## config.mk

```make
export PLATFORM = sky130hd
export DESIGN_NAME = gray_conv_scheduler
export DESIGN_NICKNAME = d
export VERILOG_FILES = /design/src/rtl/gray_conv_scheduler.sv
export SDC_FILE = /design/constraint.sdc
export NUM_CORES = 1
export LEC_CHECK = 0
export ABC_AREA = 1
export BUFFER_PORTS_ARGS = -buffer_cell sky130_fd_sc_hd__buf_2
export CAP_MARGIN = 5
export CORE_ASPECT_RATIO = 1.75
export CORE_MARGIN = 2
export CORE_UTILIZATION = 53
export CTS_BUF_LIST = sky130_fd_sc_hd__clkbuf_16
export CTS_CLUSTER_SIZE = 8
export DETAILED_ROUTE_END_ITERATION = 6
export HOLD_SLACK_MARGIN = 0.12
export PLACE_DENSITY = 0.79
export SYNTH_ARGS = -nofsm -noshare
export SYNTH_HDL_FRONTEND = slang
export SYNTH_SLANG_ARGS = --single-unit
```

## constraint.sdc

```tcl
create_clock -name clk -period 2.35 [get_ports clk]
set_clock_uncertainty 0.2 [all_clocks]
set_input_delay 0.3525 -clock clk [delete_from_list [all_inputs] [get_ports clk]]
set_output_delay 0.3525 -clock clk [all_outputs]
set_load 0.01 [all_outputs]
```

## src/rtl/gray_conv_scheduler.sv

```systemverilog
// Round-robin scheduler sharing one binary/Gray conversion engine
// between R requesters; Gray->binary resolves one bit per cycle.
module gray_conv_scheduler #(
  parameter int N = 4,
  parameter int R = 4,
  localparam int IW = $clog2(R)
) (
  input  logic          clk,
  input  logic          rst_n,
  input  logic [R-1:0]   req,
  input  logic [R-1:0]   mode,
  input  logic [R*N-1:0] data_in,
  output logic [R-1:0]   gnt,
  output logic [R-1:0]   done,
  output logic [N-1:0]   result,
  output logic [IW-1:0]  result_id,
  output logic          busy
);

  localparam int CW = $clog2(N);

  typedef enum logic {
    S_IDLE,
    S_CONV
  } state_t;

  state_t        r_state;
  state_t        w_state_nxt;
  logic [R-1:0]  r_gnt;
  logic [R-1:0]  r_done;
  logic [N-1:0]  r_result;
  logic [IW-1:0] r_result_id;
  logic [IW-1:0] r_last;
  logic [IW-1:0] r_id;
  logic [CW-1:0] r_cnt;
  logic [N-1:0]  r_op;
  logic [N-1:0]  r_w;
  logic          r_mode;

  logic [R-1:0]  w_gnt_nxt;
  logic [R-1:0]  w_done_nxt;
  logic          w_cap;
  logic          w_fin;
  logic          w_found;
  logic [IW-1:0] w_win;
  logic [IW-1:0] w_cand;
  logic [N-1:0]  w_op_sel;
  logic [N-1:0]  w_w_nxt;
  logic [N-1:0]  w_res;

  // Search starts one past the last winner so every requester gets a turn.
  always_comb begin
    w_found = 1'b0;
    w_win   = r_last;
    w_cand  = r_last;
    for (int k = 1; k <= R; k++) begin
      w_cand = r_last + IW'(k);
      if (!w_found && req[w_cand]) begin
        w_found = 1'b1;
        w_win   = w_cand;
      end
    end
  end

  assign w_op_sel = data_in[int'(w_win)*N +: N];

  // Bit i of the binary value is resolved when cnt reaches N-2-i.
  always_comb begin
    w_w_nxt = r_w;
    for (int i = 0; i < N-1; i++) begin
      if (r_cnt == CW'(N-2-i)) begin
        w_w_nxt[i] = r_w[i+1] ^ r_op[i];
      end
    end
  end

  assign w_res = r_mode ? w_w_nxt : (r_op ^ (r_op >> 1));

  always_comb begin
    w_state_nxt = r_state;
    w_gnt_nxt   = '0;
    w_done_nxt  = '0;
    w_cap       = 1'b0;
    w_fin       = 1'b0;
    unique case (r_state)
      S_IDLE: begin
        if (w_found) begin
          w_state_nxt      = S_CONV;
          w_gnt_nxt[w_win] = 1'b1;
          w_cap            = 1'b1;
        end
      end
      S_CONV: begin
        if (!r_mode || (r_cnt == CW'(N-2))) begin
          w_state_nxt      = S_IDLE;
          w_done_nxt[r_id] = 1'b1;
          w_fin            = 1'b1;
        end
      end
      default: w_state_nxt = S_IDLE;
    endcase
  end

  always_ff @(posedge clk or negedge rst_n) begin
    if (!rst_n) begin
      r_state     <= S_IDLE;
      r_gnt       <= '0;
      r_done      <= '0;
      r_result    <= '0;
      r_result_id <= '0;
      r_last      <= IW'(R-1);
      r_id        <= '0;
      r_cnt       <= '0;
      r_op        <= '0;
      r_w         <= '0;
      r_mode      <= 1'b0;
    end else begin
      r_state <= w_state_nxt;
      r_gnt   <= w_gnt_nxt;
      r_done  <= w_done_nxt;
      if (w_cap) begin
        r_last <= w_win;
        r_id   <= w_win;
        r_op   <= w_op_sel;
        r_mode <= mode[w_win];
        r_cnt  <= '0;
        r_w    <= {w_op_sel[N-1], {(N-1){1'b0}}};
      end else if (r_state == S_CONV) begin
        r_cnt <= r_cnt + CW'(1);
        r_w   <= w_w_nxt;
      end
      if (w_fin) begin
        r_result    <= w_res;
        r_result_id <= r_id;
      end
    end
  end

  assign gnt       = r_gnt;
  assign done      = r_done;
  assign result    = r_result;
  assign result_id = r_result_id;
  assign busy      = (r_state != S_IDLE);

endmodule

```

======== Yosys cells after proc, flatten, opt, wreduce, memory -nomap -nowiden ========
Index checks and enable logic that the tools add are counted.
Widths: inputs -> output; s select.
word-level totals
  flip-flop bits (word level) ............. 30
  output and inout port bits .............. 15
  input port bits ......................... 26
cells by class
  shift-type cells ........................ 1
  eq/ne operators ......................... 2
  $add $sub $neg .......................... 4
  $lt $le $gt $ge ......................... 8
  reductions and logical operators ........ 12
  multiplexer cells ....................... 40
  bitwise logic cells ..................... 5
operator list
  kind                 number
  $mux 4               6
  $mux 1               19
  $lt 2x3->1 const B   6
  $shiftx 16x5->4      1
  $mux 2               6
  $bmux 1 s2           5
  $logic_and 1x1->1    5
  $add 2x1->2 const B  2
  $add 2x2->2 const B  2
  $demux 1 s2          2
  $ge 2x1->1 const B   2
  $logic_not 1->1      4
  $xor 4x3->4          1
  $mux 3               1
  $xor 1x1->1          3
  $eq 2x1->1 const B   1
  $eq 2x2->1 const B   1
  $logic_not 2->1      1
  $pmux 1 s2           1
  $reduce_bool 2->1    1
  $logic_or 1x1->1     1
  $not 1->1            1

======== Logic depth before layout (Yosys ltp) ========
  depth after elaboration ................. 19
  mapped depth ............................ 13
  mapped depth without buffers ............ 13

======== Worst setup path before layout ========
OpenSTA, ideal clock, no wires.
  path kind ............................... flip-flop to flip-flop
  from .................................... register r_last[0]
  to ...................................... register r_mode
  cell stages (with the launch flop) ...... 14
  required time ........................... 2.033 ns
  clock period less this slack ............ 1.878 ns
  slack ................................... 0.472 ns
  arrival ................................. 1.561 ns
  cells stage by stage .................... dfstp_2 -> buf_4 -> nand2_1 -> nand2_2 -> nand2_1 -> nand2_4 -> nand2_2 -> nand2_2 -> nand2_2 -> buf_6 -> nand3_1 -> nand3_1 -> nand3_1 -> nand2_1
on the way
  word-level cells in the longest chain between the ends .. 15
  elaborated cells on any way between the ends .. 29
  those cells by class .................... add/sub (3); mux (20); reduce/logical (6)
RTL lines
  what                                  RTL line  text
  from (decl)                           33        logic [IW-1:0] r_last;
  from (signal assigned)                111       r_last <= IW'(R-1);
  from (signal assigned)                122       r_last <= w_win;
  $add 2x1->2                           57        w_cand = r_last + IW'(k);
  $bmux 1 s2                            58        if (!w_found && req[w_cand]) begin
  $mux 1 (implied by the code)          58
  $mux 1                                58
  $logic_not 1->1                       58
  $logic_and 1x1->1                     58
  $mux 1                                58
  $logic_not 1->1                       58
  $logic_and 1x1->1                     58
  $mux 1                                58
  $logic_not 1->1                       58
  $logic_and 1x1->1                     58
  $mux 2 or $mux 1 (tied branches)      58
  $bmux 1 s2 or $mux 1 (tied branches)  125, 87
  $mux 1 (on tied branches)             125, 85
  to (signal assigned)                  125       r_mode <= mode[w_win];
  to (decl)                             38        logic r_mode;
Parallel ways exist; a longest one is shown, timed or not. The select of a mux whose other input is x is not followed.
A chain may end at the register's enable or synchronous reset.

======== Worst setup path after layout ========
  from .................................... register r_last[0]
  to ...................................... register r_w[3]
on the way
  word-level cells in the longest chain between the ends .. 15
  elaborated cells on any way between the ends .. 29
  those cells by class .................... add/sub (3); shift (1); mux (19); reduce/logical (6)
RTL lines
  what                                       RTL line  text
  $add 2x1->2                                57
  $bmux 1 s2                                 58
  $mux 1 (implied by the code)               58
  $mux 1                                     58
  $logic_not 1->1                            58
  $logic_and 1x1->1                          58
  $mux 1                                     58
  $logic_not 1->1                            58
  $logic_and 1x1->1                          58
  $mux 1                                     58
  $logic_not 1->1                            58
  $logic_and 1x1->1                          58
  $mux 2 or $mux 1 (tied branches)           58
  $shiftx 16x5->4 or $mux 1 (tied branches)  65, 87
  $mux 4 or $mux 1 (tied branches)           121, 85
  to (signal assigned)                       127       r_w <= {w_op_sel[N-1], {(N-1){1'b0}}};
  to (signal assigned)                       130       r_w <= w_w_nxt;
  to (decl)                                  37        logic [N-1:0] r_w;
Parallel ways exist; a longest one is shown, timed or not. The select of a mux whose other input is x is not followed.

==> impl_metrics.csv <==
group,metric,value,unit
outcome,status,"finished clean",
drt,routed_wl,4040,um
floorplan,initial_core_util,0.556,
critical_path,required,2.31,ns
yosys,syn_nets,250,
yosys,yosys.area_share.xor_xnor,0.0150,
yosys,synth-adder-area-share,0.0215,
finish,fillerInstances,293,
floorplan,dieArea,3790,um2
global_routing,grt_max_degree,31,
placement,place.detailed.hpwl,3110,um
yosys,synth_top_family_by_area,"simple AND/OR/NAND/NOR gates",
timing,hold_violations,0,
floorplan,die_y,79.9,um
power_and_ir_drop,p_leak,1.14,nW
timing,post-route-period-util,0.899,
yosys,yosys.cell_count.top_type,"nand2_1",
global_routing,grt-ovfl-total,0,
finish,register_area,753,um2
drt,vias_per_cell,5.18,
critical_path,arrival,2.07,ns
finish,n_antenna_cell,0,
timing,tightest_slew,0.627,ns
yosys,synth_top_area_cell,"dfrtp_1",
critical_path,critPathLaunchType,"flop",
yosys,synth_cell_types,24,
yosys,synthCells,221,
run,drv_cap,0,
critical_path,worstSetupPathType,"reg2reg",
yosys,yosysSeqAreaShare,0.431,
clocking,cts.sink_count,30,
power_and_ir_drop,power_density,1740,nW/um2
clocking,clk_pin_slew_worst_paths,0.05,ns
timing,finalSetupTns,0,ns
yosys,synth_edf_count,0,
timing,slew_viol_final,0,
yosys,synth_common_cells,"nand2_1 (64), nand3_1 (36), dfrtp_1 (28), nor2_1 (13), o21ai_0 (13)",
timing,max_slew_margin,0.582,
clocking,clkLatencyLatePin,0.27,ns
hold_path,hold_depth,5,
global_routing,globalRouteMet2Util,0.446,
drt,drt_iter0_markers,34,
yosys,async_reset_ff_frac,1.00,
floorplan,core_area,3140,um2
yosys,synthFlopType,"dfrtp_1",
placement,portBuffers,40,
timing,fmax,473,MHz
yosys,syn_area_per_cell,7.90,um2
clocking,cts_made_buffers,5,
finish,syn2layout_area_growth,23.9,%
global_routing,grt_use_met3,0.0498,
hold_path,hp-class,"in2reg",
placement,place_congestion,0.852,
yosys,yosys_warnings,0,
power_and_ir_drop,power,3.77,mW
yosys,synth_top_area_frac,0.401,
finish,drive_gt1_frac,0.311,
yosys,ys_top_cells_by_area,"dfrtp_1 (40%), nand2_1 (14%), nand3_1 (10%)",
yosys,synth_compound_area_frac,0.0838,
yosys,synthMuxAreaShare,0,
critical_path,reg2regPathDepth,13,
clocking,clockRootBuffer,"clkbuf_16",
drt,dr.pass1.iters,4,
yosys,ys_seq_elements,30,
clocking,cts.path.max_buffers,2,
timing,min_period,2.11,ns
critical_path,crit_path_end_kind,"flop",
global_routing,grt_first_pass_wirelength,6820,um
floorplan,rows,27,
timing,setup_viol,0,
global_routing,grt.busiest_layer,"met2",
drt,ant_nets,0,
clocking,cts_tree,"built",
global_routing,grt_usage,0.252,
global_routing,grt.met1_usage,0.243,
clocking,cts_max_level,2,
critical_path,path_max_fanout,10,
drt,post_drt_wl_per_cell,12.9,um
yosys,syn_area,1750,um2
timing,rsz0062_at_grt,"no",
global_routing,grt_pass1_vias,1676,
global_routing,antenna_found_initial,0,
drt,via_count,1622,
power_and_ir_drop,ir_drop,1220,uV
floorplan,fp.dieW,47.4,um
floorplan,ios,41,
finish,nets,298,
finish,multi_input_area,908,um2
drt,route.detailed.drc,0,
yosys,synth-simple-area-share,0.393,
==> cell families (layout without fill, tap and decap cells) <==
kind of cell,after synthesis,in the layout
adders and majority gates,3,3
xor gates and xnor gates,3,3
and+or+nand+nor,140,140
buffers and inverters,19,68
DFF,30,30
AOI/OAI and AO/OA,26,26
==> where the power goes <==
group          switching, mW  leakage [nW]  internal [mW]
sequential             0.174         0.373          0.770
clock                  0.205        0.0663          0.379
combinational           1.43         0.698          0.817
total                   1.81          1.14           1.97
==> sequential cells by signal (all words and copies together), names as in the netlist <==
| register | flops |
|---|---|
| r_last | 2 |
| r_cnt | 2 |
| r_w | 4 |
| r_id | 2 |
| r_op | 4 |
| result | 4 |
| result_id | 2 |
| gnt | 4 |
| busy | 1 |
| done | 4 |
| r_mode | 1 |
==> critical path, cell delays in order (launching register included) <==
cell and delay (ns):
dfstp_2 0.56, inv_2 0.11, nand2_1 0.10, nand2_2 0.07, nand2_2 0.09, nand2_4 0.09, inv_2 0.10, nand3_2 0.10
inv_1 0.09, nand2_1 0.07, nand2_2 0.14, nand3_1 0.11, nand3_2 0.10, nand2_1 0.06
==> cell type report <==
cell class	count	share of cell area
Inverter	14	0.0243
Clock buffer	5	0.0578
Multi-Input combinational cell	172	0.420
Sequential cell	30	0.348
Clock inverter	3	0.00520
Timing Repair Buffer	46	0.120
Tap cell	43	0.0249
==> layer usage <==
layer	part of all wire	up-vias	wire (um)
li1	-	821	-
met1	0.36	747	1450
met2	0.58	40	2330
met3	0.032	14	130
met4	0.032	0	130
met5	0	-	0
==> through the flow <==
step | worst slack (ns) | cell area (um2) | std cells | utilization | hold WS (ns)
floorplan | 0.472 | 1750 | 221 | - | -0.143
global placement | 0.268 | 1990 | 302 | 0.634 | 0.210
detailed placement | 0.176 | 1990 | 302 | 0.634 | 0.209
CTS | 0.131 | 2140 | 311 | 0.680 | 0.212
global route | 0.0244 | 2160 | 313 | 0.689 | 0.252
finish | 0.237 | 2160 | 313 | 0.689 | 0.224
==> what timing repair did <==
item	CTS	global route
setup endpoints to repair	0	4
endpoints found under the hold margin	28	0
gates resized for setup	0	2
hold buffers	1	0
setup buffers	0	2
==> worst paths after layout <==
kind / start / end / slack [ns]
worst max-delay path: r_last[0] / r_w[3] / 0.24
worst min-delay path: data_in[5] / r_op[1] / 0.22
worst max register to register: r_last[0] / r_w[3] / 0.24
worst min register to register: r_id[1] / done[1] / 0.28
max in group asynchronous: rst_n / r_op[2] / 1.11
min in group asynchronous: rst_n / done[0] / 0.44
==> cells in the final DEF, fill, tap and decap left out, types with 4 or more instances in the layout <==
cell	n
a21oi_1	5
inv_1	10
nand3_1	36
dfrtp_1	28
nand3_2	4
nand2_4	5
clkbuf_16	5
nand2_2	11
nand2_1	64
inv_2	4
buf_4	4
a31oi_1	4
buf_2	40
o21ai_0	13
nor2_1	13
No activity file was read; power rests on OpenSTA's default activity.
